<file path="src/rtl/bonus_pool.sv">
// rtl/bonus_pool.sv - bonus slot pool: spawn allocation, frame aging, catch reporting
// Slots cycle FREE -> PENDING -> ACTIVE -> FREE; catches are queued per slot and reported lowest index first.
module bonus_pool #(
  parameter int NUM_SLOTS   = 16,
  parameter int CODE_W      = 3,
  parameter int LIFE_FRAMES = 255
) (
  input  logic                                clk,
  input  logic                                resetN,
  input  logic                                startOfFrame,
  input  logic [CODE_W-1:0]                   bonusCode,
  input  logic [NUM_SLOTS-1:0]                bonusCollision,
  input  logic [NUM_SLOTS-1:0]                slotDone,
  input  logic                                clearAll,
  output logic [NUM_SLOTS-1:0]                activate,
  output logic [NUM_SLOTS-1:0][CODE_W-1:0]    slotCode,
  output logic                                caughtValid,
  output logic [CODE_W-1:0]                   caughtCode,
  output logic                                poolFull,
  output logic [$clog2(NUM_SLOTS+1)-1:0]      activeCount,
  output logic [7:0]                          dropCount
);

  localparam int         CNT_W  = $clog2(NUM_SLOTS + 1);
  localparam logic [8:0] LIFE9  = 9'(LIFE_FRAMES);

  typedef enum logic [1:0] {
    S_FREE = 2'd0,
    S_PEND = 2'd1,
    S_ACT  = 2'd2
  } slot_state_e;

  slot_state_e          state_q [NUM_SLOTS];
  slot_state_e          state_d [NUM_SLOTS];
  logic [7:0]           age_q   [NUM_SLOTS];
  logic [7:0]           age_d   [NUM_SLOTS];
  logic [CODE_W-1:0]    code_q  [NUM_SLOTS];
  logic [CODE_W-1:0]    code_d  [NUM_SLOTS];
  logic [CODE_W-1:0]    ccode_q [NUM_SLOTS];
  logic [CODE_W-1:0]    ccode_d [NUM_SLOTS];
  logic [NUM_SLOTS-1:0] pend_q, pend_d;
  logic [CODE_W-1:0]    prev_code_q, prev_code_d;
  logic                 caught_valid_q, caught_valid_d;
  logic [CODE_W-1:0]    caught_code_q, caught_code_d;
  logic                 pool_full_q, pool_full_d;
  logic [CNT_W-1:0]     active_count_q, active_count_d;
  logic [7:0]           drop_q, drop_d;

  logic request;
  logic alloc_found;
  logic rep_found;
  logic any_free_d;

  always_comb begin
    for (int i = 0; i < NUM_SLOTS; i++) begin
      state_d[i] = state_q[i];
      age_d[i]   = age_q[i];
      code_d[i]  = code_q[i];
      ccode_d[i] = ccode_q[i];
    end
    pend_d         = pend_q;
    prev_code_d    = bonusCode;
    caught_valid_d = 1'b0;
    caught_code_d  = caught_code_q;
    drop_d         = drop_q;
    alloc_found    = 1'b0;
    rep_found      = 1'b0;
    any_free_d     = 1'b0;
    active_count_d = '0;

    request = (bonusCode != '0) && (prev_code_q == '0);

    // Report the lowest pending catch; new catches below are OR-ed in afterwards.
    for (int i = 0; i < NUM_SLOTS; i++) begin
      if (!rep_found && pend_q[i]) begin
        rep_found      = 1'b1;
        pend_d[i]      = 1'b0;
        caught_valid_d = 1'b1;
        caught_code_d  = ccode_q[i];
      end
    end

    for (int i = 0; i < NUM_SLOTS; i++) begin
      case (state_q[i])
        S_FREE: begin
          if (request && !alloc_found) begin
            alloc_found = 1'b1;
            state_d[i]  = S_PEND;
            code_d[i]   = bonusCode;
          end
        end
        S_PEND: begin
          if (startOfFrame) begin
            state_d[i] = S_ACT;
            age_d[i]   = 8'd0;
          end
        end
        S_ACT: begin
          if (bonusCollision[i]) begin
            state_d[i] = S_FREE;
            age_d[i]   = 8'd0;
            pend_d[i]  = 1'b1;
            ccode_d[i] = code_q[i];
          end else if (slotDone[i]) begin
            state_d[i] = S_FREE;
            age_d[i]   = 8'd0;
          end else if (startOfFrame) begin
            if (({1'b0, age_q[i]} + 9'd1) >= LIFE9) begin
              state_d[i] = S_FREE;
              age_d[i]   = 8'd0;
            end else begin
              age_d[i] = age_q[i] + 8'd1;
            end
          end
        end
        default: state_d[i] = S_FREE;
      endcase
    end

    if (request && !alloc_found && (drop_q != 8'hFF)) begin
      drop_d = drop_q + 8'd1;
    end

    if (clearAll) begin
      for (int i = 0; i < NUM_SLOTS; i++) begin
        state_d[i] = S_FREE;
        age_d[i]   = 8'd0;
      end
      pend_d         = '0;
      caught_valid_d = 1'b0;
    end

    // Status flags track next-state so the registered outputs line up with state_q.
    for (int i = 0; i < NUM_SLOTS; i++) begin
      if (state_d[i] == S_FREE) begin
        any_free_d = 1'b1;
      end else begin
        active_count_d = active_count_d + CNT_W'(1);
      end
    end
    pool_full_d = !any_free_d;
  end

  always_ff @(posedge clk or negedge resetN) begin
    if (!resetN) begin
      for (int i = 0; i < NUM_SLOTS; i++) begin
        state_q[i] <= S_FREE;
        age_q[i]   <= 8'd0;
        code_q[i]  <= '0;
        ccode_q[i] <= '0;
      end
      pend_q         <= '0;
      prev_code_q    <= '0;
      caught_valid_q <= 1'b0;
      caught_code_q  <= '0;
      pool_full_q    <= 1'b0;
      active_count_q <= '0;
      drop_q         <= 8'd0;
    end else begin
      for (int i = 0; i < NUM_SLOTS; i++) begin
        state_q[i] <= state_d[i];
        age_q[i]   <= age_d[i];
        code_q[i]  <= code_d[i];
        ccode_q[i] <= ccode_d[i];
      end
      pend_q         <= pend_d;
      prev_code_q    <= prev_code_d;
      caught_valid_q <= caught_valid_d;
      caught_code_q  <= caught_code_d;
      pool_full_q    <= pool_full_d;
      active_count_q <= active_count_d;
      drop_q         <= drop_d;
    end
  end

  always_comb begin
    for (int i = 0; i < NUM_SLOTS; i++) begin
      activate[i] = (state_q[i] == S_ACT);
      slotCode[i] = code_q[i];
    end
  end

  assign caughtValid = caught_valid_q;
  assign caughtCode  = caught_code_q;
  assign poolFull    = pool_full_q;
  assign activeCount = active_count_q;
  assign dropCount   = drop_q;

endmodule

</file>
<file path="config.mk">
export PLATFORM = sky130hd
export DESIGN_NAME = bonus_pool
export DESIGN_NICKNAME = d
export VERILOG_FILES = /design/src/rtl/bonus_pool.sv
export SDC_FILE = /design/constraint.sdc
export NUM_CORES = 1
export LEC_CHECK = 0
export ABC_AREA = 1
export CORE_MARGIN = 2
export CORE_UTILIZATION = 57
export DETAILED_ROUTE_END_ITERATION = 12
export PLACE_DENSITY = 0.78
export SLEW_MARGIN = 40
export SYNTH_ARGS = -nofsm -noshare
export SYNTH_HDL_FRONTEND = slang
export SYNTH_SLANG_ARGS = --single-unit
</file>
<file path="constraint.sdc">
create_clock -name clk -period 10.21 [get_ports clk]
set_input_delay 1.5315 -clock clk [delete_from_list [all_inputs] [get_ports clk]]
set_output_delay 1.5315 -clock clk [all_outputs]
set_load 0.01 [all_outputs]
</file>
=== Word level (Yosys, flattened, before mapping) ===
Index checks and enable logic that the tools add are counted.

* Flip-flop bits (word level): 293
* Input bits: 39
* Output and inout bits: 82
* Word-level logic and storage cells: 704

* Add/subtract/negate cells: 48
* Order comparisons: 16
* Equality and inequality tests: 65
* Mux-type cells: 340
* Reductions and logical operators: 164

{| class="wikitable"
|+ Operator list
! cell !! count
|-
| $mux W8 || 65
|-
| $pmux W8 S2 || 16
|-
| $mux W2 || 96
|-
| $add A8 B1 Y9 const B || 16
|-
| $ge A9 B8 Y1 const B || 16
|-
| $add A8 B1 Y8 const B || 17
|-
| $mux W128 || 1
|-
| $mux W1 || 113
|-
| $pmux W2 S3 || 16
|-
| $ne A5 B5 Y1 const B || 16
|-
| $add A5 B1 Y5 const B || 15
|-
| $mux W5 || 15
|-
| $logic_not A2 Y1 || 32
|-
| $reduce_and A2 Y1 || 32
|-
| $reduce_bool A3 Y1 || 17
|-
| $mux W3 || 16
|-
| $ne A3 B3 Y1 const B || 16
|-
| $reduce_and A3 Y1 || 16
|-
| $logic_and A1 B1 Y1 || 33
|-
| $eq A2 B1 Y1 const B || 16
|-
| $eq A2 B2 Y1 const B || 16
|-
| $logic_not A1 Y1 || 32
|-
| $mux W32 || 1
|-
| $mux W16 || 1
|-
| 3 further kinds || 3
|}

=== Logic depth before layout (Yosys ltp) ===
Gate-level depths: netlist (run 1).

* Depth after elaboration: 97
* Gate-level depth with buffers: 60
* Mapped depth without buffers: 60

=== Worst setup path after synthesis (run 1) ===
OpenSTA, ideal clock, no wires.

* Path type: input to register
* Start: input clearAll
* End: register active_count_q[4] (netlist: activeCount[4])
* Library setup time: 116 ps
* Arrival: 10,058 ps
* Data required time: 10,094 ps
* Slack: 35 ps
* Cell stages on the path: 54
* Buffers on the path: 5
* Path through: buf_1 -> clkbuf_1 -> clkbuf_1 -> clkbuf_1 -> buf_1 -> a21oi_1 -> nor2_1 -> inv_1 -> ha_1 -> nand3b_1 -> and2_1 -> ha_1 -> nand2_1 -> nand2_1 -> ha_1 -> or2_1 -> nand2_1 -> inv_1 -> [18 not listed] -> ha_1 -> or2_2 -> o21ai_1 -> xnor2_1 -> o21ai_0 -> ha_1 -> or2_2 -> nand2_1 -> nand2_1 -> o21ai_0 -> inv_1 -> ha_1 -> nand2_1 -> nor2_1 -> nand2_1 -> inv_1 -> nand2_1 -> nand2_1

{| class="wikitable"
|+ RTL lines
! item !! RTL line !! text
|-
| start, declared || 14 || <nowiki>input logic clearAll,</nowiki>
|-
| end signal, assigned || 171 || <nowiki>active_count_q <= active_count_d;</nowiki>
|-
| end, declared || 46 || <nowiki>logic [CNT_W-1:0] active_count_q, active_count_d;</nowiki>
|}

==> results of run 1 <==
[metrics by stage]
stage	TNS, ps	utilization
floorplan	0	-
global placement	0	0.637
detailed placement	-80.8	0.639
CTS	0	0.678
global route	0	0.682
finish	0	0.682
[report_power, final]
part / total [uW] / switching (uW) / internal (uW)
clock: 1220 / 474 / 749
combinational: 148 / 89.9 / 57.6
sequential: 1190 / 10.7 / 1180
[layer usage]
layer  track usage  wire length [um]
met1         0.357             18000
met5             0                 0
met2         0.447             19200
met3        0.0427              2250
met4         0.106              1430
[synthesized netlist by cell type (3+ instances only)]
library cell,n
dfrtp_1,293
nand3_2,13
xor2_1,67
nand2_2,34
or2_2,5
xnor2_1,16
mux2_2,23
nor2_2,6
buf_1,3
o31ai_1,5
a21oi_1,69
nor2_1,204
o211ai_1,11
inv_2,18
clkbuf_1,17
nand3b_1,12
o21ai_1,14
or4_1,4
nor4_1,24
inv_1,328
o21ai_0,143
nor3_1,27
nor2_4,3
ha_1,48
nand2_4,4
o32ai_1,14
nand3_1,110
o22ai_1,77
a21boi_0,4
nand2_1,407
nand4_1,41
[cells by family (layout without fill, tap and decap cells)]
| group | after synthesis | in the layout | share of synthesized area |
|---|---|---|---|
| xor gates and xnor gates | 83 | 83 | 0.0440 |
| and+or+nand+nor | 907 | 907 | 0.251 |
| AOI/OAI and AO/OA | 356 | 356 | 0.124 |
| adders and majority gates | 48 | 48 | 0.0364 |
| buffers and inverters | 366 | 542 | 0.0832 |
| muxes | 25 | 25 | 0.0169 |
| DFF | 293 | 293 | 0.444 |
[cell type report]
| class | count | share of cell area |
|---|---|---|
| Sequential cell | 293 | 0.376 |
| Clock inverter | 8 | 0.00609 |
| Tap cell | 384 | 0.0246 |
| Clock buffer | 47 | 0.0508 |
| Multi-Input combinational cell | 1419 | 0.403 |
| Timing Repair Buffer | 141 | 0.0731 |
| Inverter | 346 | 0.0665 |
[state kept, by name, summed over array words and instances, names as in the netlist]
register and cells:
caughtValid 1, caughtCode 3, prev_code_q 3, poolFull 1, activeCount 5, pend_q 16
state_q 32, ccode_q 48, slotCode 48, age_q 128, dropCount 8
[what timing repair did]
action                                 in CTS  in global routing
setup buffers                               0                  2
endpoints found under the hold margin       0                  0
setup endpoints to repair                   0                  4
resized for setup                           0                 17
[how the worst max path moves through the flow]
stage,slack (ps),startpoint,cells past startpoint,endpoint
floorplan,40,clearAll,54,activeCount[4]
global placement,240,bonusCode[2],55,activeCount[4]
detailed placement,-80,bonusCode[1],55,activeCount[4]
CTS,350,age_q[120],57,activeCount[4]
global route,1,age_q[120],56,activeCount[4]
finish,660,age_q[120],56,activeCount[4]
[worst reg2reg max path, delay by kind of cell, from the launching register on]
kind | cells | cell delay, ps
simple gates | 27 | 3930
fa+ha+maj | 12 | 3160
compound gates | 8 | 1120
buf+inv | 7 | 500
flops | 1 | 420
xor+xnor | 2 | 280
==> metrics.txt, run 1 <==
status finished clean; leakage power 0.00944 uW; DP Wirelength 29.9 mm; row cnt 62; Crit Path Max Fanout 5; Placer Congestion 0.888; CP arrival 9950 ps; Worst Hold End ccode_q[45]; pwr/cell area 131 mW/mm^2; core box area 0.0286 sq mm; # diodes 0; cells on worst reg2reg path 56; design area 0.0195 sq mm; largest net degree at the start of global routing 111; slowest CP cell or4_4; die area 0.0303 sq mm; relative slew slack 0.466; Mapped Area 0.0165 sq mm; Initial DRT Pass Iterations 6; Worst-Skew Late Latency 520 ps; sequential share of the synthesized area 0.444; most frequent cells in the layout 404 x nand2_1, 328 x inv_1, 292 x dfrtp_1; Area Overhead vs Synth 18.3%; Synth top area share 0.444; # hold bufs at CTS 0; io pins 121; Hold Path Class register to register; CP peak stage delay 550 ps; fin worst setup slack 658 ps; Setup-failing EPs final 0; critical path type register to register; DRC Markers 0; post-synth top area cell dfrtp_1; vias in the first global route 14300; flops & latches, synth 293; Reg2Reg Launch Point age_q[120]; grt ovf 0; CP Capture Type register; Initial Util 0.577; Worst Skew 17.2 ps; share of layout cells above drive strength 1 0.0914; Post-synth EDFFs 0; Top FF cell, synth dfrtp_1; maximum operating frequency 0.105 GHz; initial antenna violation count 0; WHS Path Cells 1; final hold slack 504 ps; dpl cells 2578; DP Worst Slack -80.8 ps; min Tclk post-route 9550 ps; most common cell after layout, fill and taps aside nand2_1; Die Y 174 um; first-pass GRT wire length 67.6 mm; CTS Buf Count 34; WP data required 10610 ps; sequential standard cell area 0.00733 sq mm; Post-synth ARST share 1.00; Iteration-0 DRC Markers 1011; cell mode on critical path nand2_1; H-Tree Depth 2; Hold Startpoint ccode_q[45]; Buffers on Ports 120; Synth area leaders dfrtp_1 44%, nand2_1 9.3%, inv_1 7.5%; PnR Total Power 2560 uW; RSZ-0062 raised after global routing no; syn nets 2165; Multi-input gate area 0.00787 sq mm; Worst-Margin Slew 799 ps; Worst path top cell family by delay simple AND/OR/NAND/NOR gates; worst reg-to-reg setup slack 660 ps; r2r endpoint activeCount[4]; CP bufs+invs 7; via count 14600; Final #Nets 2322; Slew Limit Fails 0; maximum vdd drop 0.0870 mV; MaxCap Viol Count 0; Final period util 0.936; drt via density 5.55; Placed Area 0.0183 sq mm; post-route insts no fill 2638; fill count 2232; CP Launch Type register; final hold vios 0; Mapped Cells 2078; clock slew at reported path FFs 60 ps; clk sink count 293; Yosys warning total 0; CTS root buf clkbuf_16; Max clock buf depth 3; syn_area_per_cell 7.94 sq um; drt total wl 40.8 mm; wire per inst 15.5 um; All-Layer GR Usage 0.270; Antenna Nets Post-Route 0; TritonCTS clock tree yes; Die Wd 174 um; Synth cell types 57
(Power assumes the default switching activity.)
==> run 2: changes to the inputs <==
--- a/config.mk
+++ b/config.mk
@@ -9,6 +9,7 @@
 export CORE_MARGIN = 2
 export CORE_UTILIZATION = 57
 export DETAILED_ROUTE_END_ITERATION = 12
+export GPL_TIMING_DRIVEN = 0
 export PLACE_DENSITY = 0.78
 export SLEW_MARGIN = 40
 export SYNTH_ARGS = -nofsm -noshare
==> run 2 against run 1 <==
Compared with the run above: core utilization increased by 0.32 points; setup slack got worse by 140 ps; non-clock buffer count is 8 higher; flip-flop and latch count unchanged; sequential share of layout area is 0.17 points lower; cell count increased by 0.38%; power shrank 0.65%; first-iteration DRC count increased by 3.2%.
==> metrics.txt, run 2 (synthesis results as in run 1) <==
critical path type input port to register; Die Wd 174 um (unchanged); share of layout cells above drive strength 1 0.0968 (+0.00538); maximum vdd drop 0.122 mV (+40%); Worst-Skew Late Latency 570 ps (+50 ps); clk sink count 293 (unchanged); CTS Buf Count 31 (-8.8%); DP Wirelength 30.4 mm (+1.7%); Initial DRT Pass Iterations 7 (+1); status finished clean; sequential share of power 0.468 (+0.003); most frequent cells in the layout 402 x nand2_1, 324 x inv_1, 291 x dfrtp_1; Antenna Nets Post-Route 0 (unchanged); relative slew slack 0.424 (-0.0414); CP Capture Type register; final hold vios 0 (unchanged); die area 0.0303 sq mm (unchanged); MaxCap Viol Count 0 (unchanged); Die Y 174 um (unchanged); row cnt 62 (unchanged); io pins 121 (unchanged); Iteration-0 DRC Markers 1043 (+3.2%); TritonCTS clock tree yes; Reg with most FFs age_q; CP arrival 10150 ps (+200 ps); Worst-Margin Slew 861 ps (+62.0 ps); Multi-input gate area 0.00791 sq mm (+0.49%); Slew Limit Fails 0 (unchanged); initial antenna violation count 1 (+1); grt ovf 0 (unchanged); combinational power share 0.062 (+0.004); min Tclk post-route 9690 ps (+143 ps); CTS root buf clkbuf_16; wire per inst 15.7 um (+1.3%); Crit Path Max Fanout 10 (+5); # hold bufs at CTS 0 (unchanged); WP data required 10670 ps (+60 ps); Initial Util 0.577 (unchanged); clock power share 0.470 (-0.008); CP Launch Type input port; CP peak stage delay 410 ps (-140 ps); Setup-failing EPs final 0 (unchanged); Sw Share 0.229 (+0.00436); vias in the first global route 14200 (-0.26%); core box area 0.0286 sq mm (unchanged); clock slew at reported path FFs 60 ps (about the same); internal power 1960 uW (-1.2%); H-Tree Depth 1 (-1); Final period util 0.950 (+0.0140); leakage power 0.00942 uW (-0.14%); first-pass GRT wire length 68.2 mm (+0.98%); drt total wl 41.5 mm (+1.7%); All-Layer GR Usage 0.274 (+0.00452); maximum operating frequency 0.103 GHz (-1.5%); pwr/cell area 130 mW/mm^2 (-1.1%); via count 14700 (+0.20%); Final Core Density 0.685 (+0.00323); cell mode on critical path nand2_1; Worst Skew 12.1 ps (-5.08 ps); Hold Path Class register to register; largest net degree at the start of global routing 75 (-32%); Area Overhead vs Synth 18.9%; fill count 2256 (+1.1%); NetSw 582 uW (+1.3%); most common cell after layout, fill and taps aside nand2_1; max FFs per register 128 (unchanged); DRC Markers 0 (unchanged); Max clock buf depth 3 (unchanged); final hold slack 503 ps (-1.32 ps); Buffers on Ports 120 (unchanged); sequential standard cell area 0.00733 sq mm (about the same); Placer Congestion 0.882 (-0.73%); slowest CP cell buf_2; drt via density 5.54 (-0.18%); Final #Nets 2327 (+0.22%)
==> run 2: layer usage <==
| layer | GRT usage | wire [um] |
|---|---|---|
| met5 | 0 | 0 |
| met3 | 0.0311 | 2070 |
| met2 | 0.463 | 19600 |
| met4 | 0.102 | 1630 |
| met1 | 0.366 | 18200 |
==> run 2: worst paths after layout <==
kind | startpoint | endpoint | slack, ps | cells after the start
min in group asynchronous | resetN | slotCode[11] | 820 | 1
max in group asynchronous | resetN | age_q[0] | 8110 | 4
max reg2reg | age_q[120] | activeCount[4] | 610 | 57
min reg2reg | ccode_q[32] | ccode_q[32] | 500 | 2
min | ccode_q[32] | ccode_q[32] | 500 | 2
max | startOfFrame | activeCount[4] | 520 | 53
==> run 2: timing repair <==
item                                    CTS  global route
gates resized for setup                  30            42
gates cloned                              0             0
endpoints found under the setup margin    4             4
setup buffers                             1             5
pin swaps                                 1             5
==> run 2: through the flow <==
| step | std cells | TNS, ps | power, uW | instance area [sq um] | setup WS (ps) |
|---|---|---|---|---|---|
| 2_1_floorplan | 2078 | 0 | 1270 | 16500 | 35.1 |
| 3_3_place_gp | 2582 | -1463980 | 1360 | 18200 | -4990 |
| 3_5_place_dp | 2586 | -11210 | 1360 | 18300 | -2970 |
| 4_1_cts | 2641 | 0 | 2560 | 19400 | 5.20 |
| 5_1_grt | 2648 | -57.4 | 2620 | 19600 | -57.4 |
| 6_report | 2648 | 0 | 2540 | 19600 | 515 |
==> run 2: area by class of cell <==
class / instances / area share
multi-input cells: 1419 / 0.403
flip-flops and latches: 293 / 0.374
repair buffers: 132 / 0.0702
inverters: 346 / 0.0668
clock buffers: 44 / 0.0446
well taps: 384 / 0.0245
clock inverters: 12 / 0.0105
plain buffers: 17 / 0.00593
diodes: 1 / 0.000128
==> run 2: power by group through the flow <==
stage	Combinational, uW	Clock, uW	Sequential (uW)
2_1_floorplan	55.8	0	1210
3_3_place_gp	144	0	1210
3_5_place_dp	152	0	1210
4_1_cts	155	1210	1190
5_1_grt	173	1260	1190
6_report	159	1200	1190
==> run 2: critical path, delay by kind of cell <==
kind,cells,cell delay [ps]
adders and majority gates,11,2960
and+or+nand+nor,27,3450
xor gates and xnor gates,1,100
AOI/OAI and AO/OA,6,830
buffers and inverters,8,1270
